<file path="src/rtl/mem_arbiter.sv">
// Arbitrates a single-ported memory between instruction fetch and load/store.
// Data wins ties unless fetch has waited STARVE_MAX consecutive data grants.
module mem_arbiter #(
  parameter int unsigned WIDTH      = 32,
  parameter int unsigned STARVE_MAX = 4
) (
  input  logic             clk,
  input  logic             reset,
  input  logic             i_req,
  input  logic [WIDTH-1:0] i_addr,
  output logic [WIDTH-1:0] i_rdata,
  output logic             i_done,
  input  logic             d_req,
  input  logic             d_we,
  input  logic [WIDTH-1:0] d_addr,
  input  logic [WIDTH-1:0] d_wdata,
  output logic [WIDTH-1:0] d_rdata,
  output logic             d_done,
  output logic             m_valid,
  output logic             m_we,
  output logic [WIDTH-1:0] m_addr,
  output logic [WIDTH-1:0] m_wdata,
  input  logic             m_ready,
  input  logic [WIDTH-1:0] m_rdata,
  output logic             stall_f,
  output logic             stall_m
);

  typedef enum logic [1:0] {ST_IDLE, ST_I_BUSY, ST_D_BUSY, ST_RESP} state_t;

  localparam logic [3:0] LP_SMAX = 4'(STARVE_MAX);

  state_t             r_state;
  logic [3:0]         r_streak;
  logic               r_m_valid;
  logic               r_m_we;
  logic [WIDTH-1:0]   r_m_addr;
  logic [WIDTH-1:0]   r_m_wdata;
  logic [WIDTH-1:0]   r_i_rdata;
  logic [WIDTH-1:0]   r_d_rdata;
  logic               r_i_done;
  logic               r_d_done;
  logic               w_grant_d;

  // Fetch only overrides a pending data request once the streak hits the limit.
  assign w_grant_d = d_req && !(i_req && (r_streak == LP_SMAX));

  always_ff @(posedge clk or negedge reset) begin
    if (!reset) begin
      r_state   <= ST_IDLE;
      r_streak  <= '0;
      r_m_valid <= 1'b0;
      r_m_we    <= 1'b0;
      r_m_addr  <= '0;
      r_m_wdata <= '0;
      r_i_rdata <= '0;
      r_d_rdata <= '0;
      r_i_done  <= 1'b0;
      r_d_done  <= 1'b0;
    end else begin
      case (r_state)
        ST_IDLE: begin
          if (w_grant_d) begin
            r_m_valid <= 1'b1;
            r_m_we    <= d_we;
            r_m_addr  <= d_addr;
            r_m_wdata <= d_wdata;
            r_state   <= ST_D_BUSY;
            // Below the limit whenever data wins against a waiting fetch, so no overflow.
            if (i_req) r_streak <= r_streak + 4'd1;
          end else if (i_req) begin
            r_m_valid <= 1'b1;
            r_m_we    <= 1'b0;
            r_m_addr  <= i_addr;
            r_streak  <= '0;
            r_state   <= ST_I_BUSY;
          end
        end
        ST_I_BUSY: begin
          if (m_ready) begin
            r_i_rdata <= m_rdata;
            r_m_valid <= 1'b0;
            r_m_we    <= 1'b0;
            r_i_done  <= 1'b1;
            r_state   <= ST_RESP;
          end
        end
        ST_D_BUSY: begin
          if (m_ready) begin
            if (!r_m_we) r_d_rdata <= m_rdata;
            r_m_valid <= 1'b0;
            r_m_we    <= 1'b0;
            r_d_done  <= 1'b1;
            r_state   <= ST_RESP;
          end
        end
        ST_RESP: begin
          r_i_done <= 1'b0;
          r_d_done <= 1'b0;
          r_state  <= ST_IDLE;
        end
        default: r_state <= ST_IDLE;
      endcase
    end
  end

  assign m_valid = r_m_valid;
  assign m_we    = r_m_we;
  assign m_addr  = r_m_addr;
  assign m_wdata = r_m_wdata;
  assign i_rdata = r_i_rdata;
  assign d_rdata = r_d_rdata;
  assign i_done  = r_i_done;
  assign d_done  = r_d_done;
  assign stall_f = i_req & ~r_i_done;
  assign stall_m = d_req & ~r_d_done;

endmodule

</file>
<file path="config.mk">
export PLATFORM = sky130hd
export DESIGN_NAME = mem_arbiter
export DESIGN_NICKNAME = d
export VERILOG_FILES = /design/src/rtl/mem_arbiter.sv
export SDC_FILE = /design/constraint.sdc
export NUM_CORES = 1
export LEC_CHECK = 0
export CAP_MARGIN = 20
export CORE_MARGIN = 4
export CORE_UTILIZATION = 40
export DETAILED_ROUTE_END_ITERATION = 8
export PLACE_DENSITY_LB_ADDON = 0.05
export SYNTH_ARGS = -nofsm -noshare
export SYNTH_HDL_FRONTEND = slang
export SYNTH_SLANG_ARGS = --single-unit
</file>
<file path="constraint.sdc">
create_clock -name clk -period 2.87 [get_ports clk]
set_input_delay 0.287 -clock clk [delete_from_list [all_inputs] [get_ports clk]]
set_output_delay 0.287 -clock clk [all_outputs]
set_load 0.01 [all_outputs]
</file>
* After elaboration in Yosys (flattened, before gate mapping)
Index checks and enable logic that the tools add are counted.
** Word-level totals
- Register bits :: 138
- Input port bits :: 134
** Operators by class
- Add/subtract/negate cells :: 1
- Equal/unequal tests :: 8
- Multiplexer cells :: 19
- Bitwise logic cells :: 5
- Reductions and logical operators :: 18
** Operators with widths (number)
- two-way mux 32 bit :: 2
- AND reduction 2 bit :: 7
- two-way mux 4 bit :: 3
- case mux 1 bit (2 select lines) :: 4
- nonzero test 2 bit :: 4
- two-way mux 1 bit :: 6
- two-way mux 2 bit :: 3
- case mux 2 bit (3 select lines) :: 1
- AND reduction 3 bit :: 2
- adder 4 x 1 -> 4 bit, second input constant :: 1
- == test 2 bit, second input constant :: 2
- == test 4 x 3 -> 1 bit, second input constant :: 1
- != test 2 bit, second input constant :: 2
- != test 3 bit, second input constant :: 1
- inverter 1 bit :: 3
- bitwise AND 1 bit :: 2
- == test 2 x 1 -> 1 bit, second input constant :: 1
- logical AND 1 bit :: 2
- zero test 2 bit :: 1
- != test 2 x 1 -> 1 bit, second input constant :: 1
- OR reduction 2 bit :: 1
- zero test 1 bit :: 1

* Logic depth before layout (Yosys ltp)
Gate-level depths: netlist of run 1.
- Depth after elaboration :: 6
- Gate-level depth with buffers :: 7
- Depth with buffers taken out :: 5

* Worst setup path before layout of run 1
No wires, ideal clock.
- Kind :: reg-to-reg
- Start point :: register r_streak[0]
- End point :: register r_m_wdata[0] (netlist: m_wdata[0])
- Data arrival time :: 1444 ps
- Data required time :: 2745 ps
- Setup slack :: 1301 ps
- Cell stages (with the launch flop) :: 8
- Path buffers :: 2
- Path through :: dfrtp_1 > inv_1 > ha_1 > nand4b_1 > and3_1 > buf_6 > buf_6 > mux2_4
** Between the ends
- Cells in the longest elaborated chain, start to end :: 5
** RTL lines
- from (decl) :: line 34 : logic [3:0] r_streak;
- from (signal assigned) :: line 70 : if (i_req) r_streak <= r_streak + 4'd1;
- == test 4 x 3 -> 1 bit :: line 46 : assign w_grant_d = d_req && !(i_req && (r_streak == LP_SMAX));
- logical AND 1 bit :: line 46
- zero test 1 bit :: line 46
- logical AND 1 bit :: line 46
- AND reduction 2 bit (no source line)
- to (signal assigned) :: line 67 : r_m_wdata <= d_wdata;
- to (decl) :: line 38 : logic [WIDTH-1:0] r_m_wdata;
No other way between the ends.
A chain may end at the register's enable or synchronous reset.

* Worst setup path after layout of run 1
- Start point :: input d_req
- End point :: output stall_m
** Between the ends
- Cells in the longest elaborated chain, start to end :: 1
** RTL lines
- from (decl) :: line 13 : input logic d_req,
- bitwise AND 1 bit :: line 116 : assign stall_m = d_req & ~r_d_done;
- to (decl) :: line 26 : output logic stall_m
No other way between the ends.

==> impl_metrics.tcl, run 1 <==
set metrics [dict create \
    ant_nets 0 \
    drv_slew 0 \
    drv_cap 0 \
    dp_cells 885 \
    finalHoldViolCount 0 \
    p_leak_nw 3.93 \
    syn2layout_area_growth_pct 59.4 \
    vias 4604 \
    endpoint_kind "primary output" \
    ios 268 \
    viasPerCell 5.02 \
    r2r_end "m_wdata[6]$_DFFE_PN0P_" \
    max-vdd-ir-drop_v 0.000474 \
    syn-cell-area_um2 5870 \
    cts_hold_buf 1 \
    drive_gt1_frac 0.196 \
    grt_pass1_vias 4765 \
    antennaDiodeCount 0 \
    top_layer "met4" \
    slowest_delay_ns 0.75 \
    layout_min_cycle_time_ns 2.14 \
    grt_max_degree 73 \
    cts.path.max_buffers 2 \
    critPathArrivalTime_ns 1.85 \
    firstDrtPassIters 4 \
    ctsResizeCount 0 \
    fin_worst_skew_ns 0.00824 \
    drt_iter0_markers 239 \
    max_slew_margin 0.590 \
    fp-row-count 44 \
    postLayoutCoreUtil 0.647 \
    power_w 0.0106 \
    worst_pin_slew_ns 0.616 \
    dieWidth_um 129 \
    core_um2 14500 \
    h-tree-depth 4 \
    synthCells 453 \
    synth.distinct_cells 28 \
    min_period_over_period 0.746 \
    crit_chain "clkdlybuf4s50_1, nor2b_1, clkdlybuf4s50_1" \
    clkTransAtPathRegs_ns 0.06 \
    rr_startpoint "r_streak[0]$_DFFE_PN0P_" \
    io_buffers 267 \
    wl_per_cell_um 17.7 \
    place_congestion 0.824 \
    crit_required_ns 2.58 \
    cts_buffers 17 \
    synth.avg_cell_area_um2 13.0 \
    ys_seq_elements 138 \
    wl_met1_um 6490 \
    critPathKind "input port to primary output" \
    outcome "finished, final reports clean" \
    cts_root_buffer "clkbuf_16" \
    fmax_mhz 467 \
    setup_viol 0 \
    cp-start-kind "input port" \
    rrSetupSlack_ns 0.84 \
    cts_tree "done" \
    timing.critical_path.mode_cell "clkdlybuf4s50_1" \
    fill_cells 1136 \
    cellPowerDensity_nw_per_um2 1130 \
    route.met2.wl_um 7710 \
    grt_antenna_before_repair 0 \
    nets 862 \
    grt_usage 0.193 \
    clk_latency_ns 0.42 \
    grt_pass1_wl_um 25200 \
    routed_wl_um 16200 \
    die_h_um 129 \
    critical-path-slowest-cell "clkdlybuf4s50_1" \
    syn_nets 594 \
    dp_hpwl_um 11900 \
    crit_fanout 12 \
    final_cell_mix "clkdlybuf4s50_1 (266), dfrtp_1 (138), nand2_1 (73)" \
    rsz0062_at_grt "no" \
    grt_overflow_total 0 \
    ys_warn_count 0 \
    fin_cells 917 \
    finalSetupTns_ns 0 \
    cts_num_sinks 138 \
    reg2reg_depth 6 \
    die-area_um2 16700 \
    layout_commonest_cell "clkdlybuf4s50_1" \
    wl_met3_um 1560 \
    post-cts-setup-buffers 0 \
    route.detailed.drc 0 \
    synth_seq_area_share 0.588 \
    initial_core_util 0.406 \
    hold_class "input port to async pin" \
]
state kept, by name (all words and copies together) (netlist names):
name / cells
d_rdata: 32
i_rdata: 32
m_addr: 32
m_wdata: 32
r_streak: 4
r_state: 2
d_done: 1
i_done: 1
m_valid: 1
m_we: 1
per-stage QoR:
stage          area [um^2]  setup WS (ns)  hold WS [ns]
2_1_floorplan         5870           1.30      -0.00859
3_3_place_gp          8750          0.564         0.309
3_5_place_dp          8750          0.516         0.317
4_1_cts               9360          0.728         0.419
5_1_grt               9360          0.636         0.428
6_report              9360          0.730         0.420
cell type report:
| cell class | instances | area [um^2] | share of cell area |
|---|---|---|---|
| Clock buffer | 20 | 457 | 0.0488 |
| Clock inverter | 11 | 146 | 0.0156 |
| Inverter | 7 | 26.3 | 0.00281 |
| Multi-Input combinational cell | 275 | 2240 | 0.239 |
| Sequential cell | 138 | 3450 | 0.369 |
| Tap cell | 184 | 230 | 0.0246 |
| Timing Repair Buffer | 282 | 2810 | 0.301 |
cells in the mapped netlist (all sizes together):
| master | instances | share of area |
|---|---|---|
| inv | 7 | 0.0045 |
| o22ai | 3 | 0.0032 |
| nand4b | 2 | 0.0030 |
| mux2 | 97 | 0.21 |
| nand4 | 33 | 0.035 |
| a31oi | 2 | 0.0021 |
| clkbuf | 17 | 0.011 |
| o311ai | 1 | 0.0015 |
| o21a | 1 | 0.0013 |
| a211oi | 1 | 0.0013 |
| nor2b | 4 | 0.0043 |
| nor2 | 2 | 0.0013 |
| a21oi | 3 | 0.0026 |
| nand2 | 73 | 0.047 |
| and3 | 1 | 0.0011 |
| o211ai | 32 | 0.041 |
| nand3 | 3 | 0.0026 |
| dfrtp | 138 | 0.59 |
| and3b | 1 | 0.0015 |
| ha | 7 | 0.015 |
| and2 | 2 | 0.0021 |
| o21ai | 3 | 0.0026 |
| mux2i | 4 | 0.0068 |
| buf | 16 | 0.017 |
critical path, delay by kind of cell:
kind / cells / cell delay, ns
buffers and inverters: 2 / 1.32
AND/OR/NAND/NOR: 1 / 0.25
logic make-up after synthesis:
group           synth area share
flops                      0.588
mux                        0.212
simple gates              0.0976
compound gates            0.0554
buf+inv                   0.0324
fa+ha+maj                 0.0149
layer usage:
layer / vias up / GRT usage
met2: 207 / 0.302
met1: 2211 / 0.244
met3: 32 / 0.0713
li1: 2154 / -
met4: 0 / 0.0778
met5: - / 0
how the worst max path moves through the flow:
| stage | from | end | slack (ns) | depth (start not counted) |
|---|---|---|---|---|
| 2_1_floorplan | r_streak[0]$_DFFE_PN0P_ | m_wdata[0]$_DFFE_PN0P_ | 1.30 | 7 |
| 4_1_cts | d_req | stall_m | 0.73 | 3 |
| 3_3_place_gp | d_req | m_wdata[7]$_DFFE_PN0P_ | 0.56 | 4 |
| 6_report | d_req | stall_m | 0.73 | 3 |
| 3_5_place_dp | d_req | m_wdata[14]$_DFFE_PN0P_ | 0.52 | 4 |
| 5_1_grt | d_req | stall_m | 0.64 | 3 |
power by group:
part / switching, W / total, W / internal [W]
Clock: 0.000804 / 0.00221 / 0.00141
Combinational: 0.00195 / 0.00489 / 0.00294
Sequential: 0.000526 / 0.00346 / 0.00294
Note: power is estimated with default switching activity, not from simulation.
==> run 2: changes to the inputs <==
- CORE_UTILIZATION: 40 -> 38
- clock period: 2.87 -> 1.95 ns (I/O delays scaled with it)
==> impl_metrics.tcl, run 2 (synthesized netlist as in run 1, its figures left out) <==
set metrics [dict create \
    hold_class "input port to async pin" \
    drive_gt1_frac 0.206 \
    grt_pass1_vias 5024 \
    final_cell_mix "clkdlybuf4s50_1 (266), dfrtp_1 (138), nand2_1 (73)" \
    drv_slew 0 \
    grt_max_degree 57 \
    cts_tree "done" \
    grt_pass1_wl_um 26700 \
    clkTransAtPathRegs_ns 0.06 \
    finalSetupTns_ns 0 \
    finalHoldViolCount 0 \
    outcome "finished, final reports clean" \
    postLayoutCoreUtil 0.623 \
    syn2layout_area_growth_pct 60.6 \
    max-vdd-ir-drop_v 0.000657 \
    place_congestion 0.774 \
    io_buffers 267 \
    dieWidth_um 132 \
    cts_root_buffer "clkbuf_16" \
    crit_required_ns 1.75 \
    routed_wl_um 16300 \
    rr_startpoint "r_state[1]$_DFFE_PN0P_" \
    layout_commonest_cell "clkdlybuf4s50_1" \
    reg2reg_depth 7 \
    viasPerCell 5.03 \
    layout_min_cycle_time_ns 1.83 \
    grt_overflow_total 0 \
    ios 268 \
    setup_viol 0 \
    critPathKind "flip-flop to primary output" \
    antennaDiodeCount 0 \
    ant_nets 0 \
    drt_iter0_markers 183 \
    p_leak_nw 3.96 \
    initial_core_util 0.388 \
    core_um2 15100 \
    worst_pin_slew_ns 0.540 \
    vias 4674 \
    die-area_um2 17500 \
    dp_hpwl_um 12100 \
    min_period_over_period 0.937 \
    fin_worst_skew_ns 0.0125 \
    cts.path.max_buffers 2 \
    cts_num_sinks 138 \
    cp-start-kind "flip-flop" \
    clk_latency_ns 0.42 \
    rrSetupSlack_ns 0.18 \
    max_slew_margin 0.640 \
    fp-row-count 45 \
    wl_per_cell_um 17.6 \
    critPathArrivalTime_ns 1.63 \
    cts_buffers 17 \
    die_h_um 132 \
    rsz0062_at_grt "no" \
    r2r_end "m_addr[20]$_DFFE_PN0P_" \
    h-tree-depth 4 \
    grt_usage 0.190 \
    cellPowerDensity_nw_per_um2 1630 \
    nets 871 \
    firstDrtPassIters 4 \
    fmax_mhz 548 \
    grt_antenna_before_repair 0 \
    post-cts-setup-buffers 0 \
    route.detailed.drc 0 \
    endpoint_kind "primary output" \
    drv_cap 0 \
    crit_fanout 4 \
]
==> run 2: per-stage QoR <==
step | setup WS [ns] | cell area (um^2) | hold slack [ns] | instances | power, W
after floorplan | 0.381 | 5870 | -0.101 | 453 | 0.00849
after global placement | 0.0682 | 8880 | 0.201 | 898 | 0.0124
after detailed placement | 0.107 | 8880 | 0.203 | 898 | 0.0125
after CTS | 0.0282 | 9430 | 0.332 | 930 | 0.0155
after global routing | 0.0490 | 9440 | 0.340 | 930 | 0.0163
final | 0.124 | 9440 | 0.316 | 930 | 0.0153
==> run 2: where the power goes <==
| group | internal, W | total, W | switching (W) | leakage [nW] |
|---|---|---|---|---|
| Sequential | 0.00433 | 0.00512 | 0.000791 | 1.65 |
| Combinational | 0.00443 | 0.00729 | 0.00286 | 2.05 |
| Clock | 0.00173 | 0.00293 | 0.00120 | 0.251 |
==> run 2: routing by layer <==
metal  vias up  GRT usage  part of all wire
met5         -          0                 0
met4         0     0.0635             0.014
met3        18     0.0679             0.073
met2       182      0.309              0.49
met1      2303      0.237              0.42
li1       2171          -                 -
==> run 2: layout make-up <==
| cell class | instances | area, um^2 |
|---|---|---|
| flip-flops and latches | 138 | 3450 |
| clock inverters | 12 | 101 |
| clock buffers | 19 | 433 |
| well taps | 188 | 235 |
| inverters | 7 | 26.3 |
| multi-input cells | 275 | 2240 |
| repair buffers | 291 | 2950 |
| fillers | 1207 | 5710 |
==> run 2: worst max path at each step <==
| stage | end | slack (ns) | from |
|---|---|---|---|
| after CTS | stall_m | 0.03 | d_done$_DFFE_PN0P_ |
| after floorplan | m_wdata[0]$_DFFE_PN0P_ | 0.38 | r_streak[0]$_DFFE_PN0P_ |
| after global placement | stall_m | 0.07 | d_req |
| final | stall_m | 0.12 | d_done$_DFFE_PN0P_ |
| after detailed placement | stall_m | 0.11 | d_req |
| after global routing | m_addr[26]$_DFFE_PN0P_ | 0.05 | r_state[1]$_DFFE_PN0P_ |
==> run 2: what timing repair did <==
action,in CTS,in global routing
hold endpoints to repair,52,0
endpoints found under the setup margin,0,2
resized for setup,0,2
hold buffers,1,0
==> run 2: critical path, stage by stage (launching register included) <==
cell and delay, ns:
dfrtp_1 0.47, nor2b_2 0.19, clkdlybuf4s50_1 0.56
==> run 3: changes to the inputs <==
- CORE_UTILIZATION: 38 -> 40
- MAX_ROUTING_LAYER: not set -> met4
- clock period: 1.95 -> 1.74 ns (I/O delays scaled with it)
==> impl_metrics.tcl, run 3 (synthesized netlist as in run 1, its figures left out) <==
set metrics [dict create \
    outcome "finished, final reports clean" \
    max_slew_margin 0.705 \
    layout_min_cycle_time_ns 1.66 \
    rsz0062_at_grt "yes" \
    cts_num_sinks 138 \
    cp-start-kind "flip-flop" \
    grt_max_degree 52 \
    drive_gt1_frac 0.210 \
    worst_pin_slew_ns 0.443 \
    layout_commonest_cell "clkdlybuf4s50_1" \
    cellPowerDensity_nw_per_um2 1870 \
    fp-row-count 44 \
    power_frac_comb 0.464 \
    grt_antenna_before_repair 0 \
    grt_pass1_wl_um 25600 \
    critPathKind "flip-flop to flip-flop" \
    grt_overflow_total 0 \
    drt_iter0_markers 242 \
    drv_cap 0 \
    min_period_over_period 0.956 \
    core_um2 14500 \
    hold_class "input port to async pin" \
    clkPwrFrac 0.215 \
    internal_power_w 0.0123 \
    dp_slack_ns -0.0353 \
    die-area_um2 16700 \
    switching_power_w 0.00552 \
    setup_viol 0 \
    crit_fanout 19 \
    fmax_mhz 601 \
    cts_tree "done" \
    cts_buffers 17 \
    finalHoldViolCount 0 \
    nets 871 \
    initial_core_util 0.406 \
    p_seq_frac 0.321 \
    antennaDiodeCount 0 \
    final_cell_mix "clkdlybuf4s50_1 (264), dfrtp_1 (138), nand2_1 (73)" \
    max-vdd-ir-drop_v 0.000819 \
    syn2layout_area_growth_pct 62.5 \
    critPathArrivalTime_ns 1.96 \
    crit_required_ns 2.03 \
    finalSetupTns_ns 0 \
    io_buffers 267 \
    vias 4602 \
    viasPerCell 4.96 \
    fill_cells 1095 \
    fin_worst_skew_ns 0.0100 \
    hold_ws_ns 0.251 \
    worst_slack_ns 0.0769 \
    dieWidth_um 129 \
    ant_nets 0 \
    power_w 0.0178 \
    routed_wl_um 16300 \
    clkTransAtPathRegs_ns 0.06 \
    ios 268 \
    wl_per_cell_um 17.6 \
    rr_startpoint "r_streak[1]$_DFFE_PN0P_" \
    post-cts-setup-buffers 0 \
    place_congestion 0.862 \
    cp-startpoint "r_streak[1]$_DFFE_PN0P_" \
    grt_pass1_vias 4896 \
    cts.path.max_buffers 2 \
    h-tree-depth 4 \
    firstDrtPassIters 4 \
    die_h_um 129 \
    endpoint_kind "flip-flop" \
    grt_usage 0.204 \
    dp_hpwl_um 11900 \
    route.detailed.drc 0 \
    clk_latency_ns 0.42 \
    p_leak_nw 4.01 \
    switching_share 0.310 \
    cts_root_buffer "clkbuf_16" \
    reg2reg_depth 6 \
    drv_slew 0 \
]
[run 3: final cells by class]
type | count | area (um^2) | area share
Sequential cell | 138 | 3450 | 0.362
Timing Repair Buffer | 291 | 2960 | 0.310
Multi-Input combinational cell | 275 | 2250 | 0.235
Clock buffer | 19 | 443 | 0.0464
Tap cell | 184 | 230 | 0.0241
Clock inverter | 13 | 190 | 0.0199
Inverter | 7 | 26.3 | 0.00275
[run 3: final timing paths]
check | to | slack (ns)
max in group asynchronous | i_rdata[28]$_DFFE_PN0P_ | 0.85
min | m_wdata[7]$_DFFE_PN0P_ | 0.25
min in group clk | m_addr[13]$_DFFE_PN0P_ | 0.31
max reg2reg | m_wdata[22]$_DFFE_PN0P_ | 0.08
max | m_wdata[22]$_DFFE_PN0P_ | 0.08
min reg2reg | m_addr[7]$_DFFE_PN0P_ | 0.49
[run 3: worst max-delay path: stages (launching register included)]
cell      delay [ns]
dfrtp_1         0.36
inv_1           0.07
ha_1            0.18
nand4b_1        0.13
and3_4          0.27
buf_12          0.21
mux2_4          0.32
[run 3: power groups by stage]
stage | clock network [W] | registers (W) | logic, W
after floorplan | 0 | 0.00642 | 0.00309
after global placement | 0 | 0.00570 | 0.00817
after detailed placement | 0 | 0.00575 | 0.00832
after CTS | 0.00391 | 0.00574 | 0.00833
after global routing | 0.00404 | 0.00594 | 0.00890
final | 0.00383 | 0.00572 | 0.00828
[run 3: repair_timing]
item,CTS,global route
cloned,0,0
gates resized for setup,2,7
hold buffers,1,0
pin swaps,0,0
endpoints found under the hold margin,44,0
setup endpoints to repair,2,57
[run 3: metal layers]
layer | vias to the layer above | track usage | wire (um)
met5 | - | - | 0
met3 | 21 | 0.0688 | 1430
met4 | 0 | 0.0710 | 257
met2 | 192 | 0.317 | 7890
li1 | 2174 | - | -
met1 | 2215 | 0.249 | 6720
[run 3: stage by stage]
step | util | area [um^2] | cells
2_1_floorplan | - | 5870 | 453
3_3_place_gp | 0.613 | 8880 | 894
3_5_place_dp | 0.613 | 8880 | 894
4_1_cts | 0.658 | 9520 | 927
5_1_grt | 0.659 | 9550 | 927
6_report | 0.659 | 9550 | 927
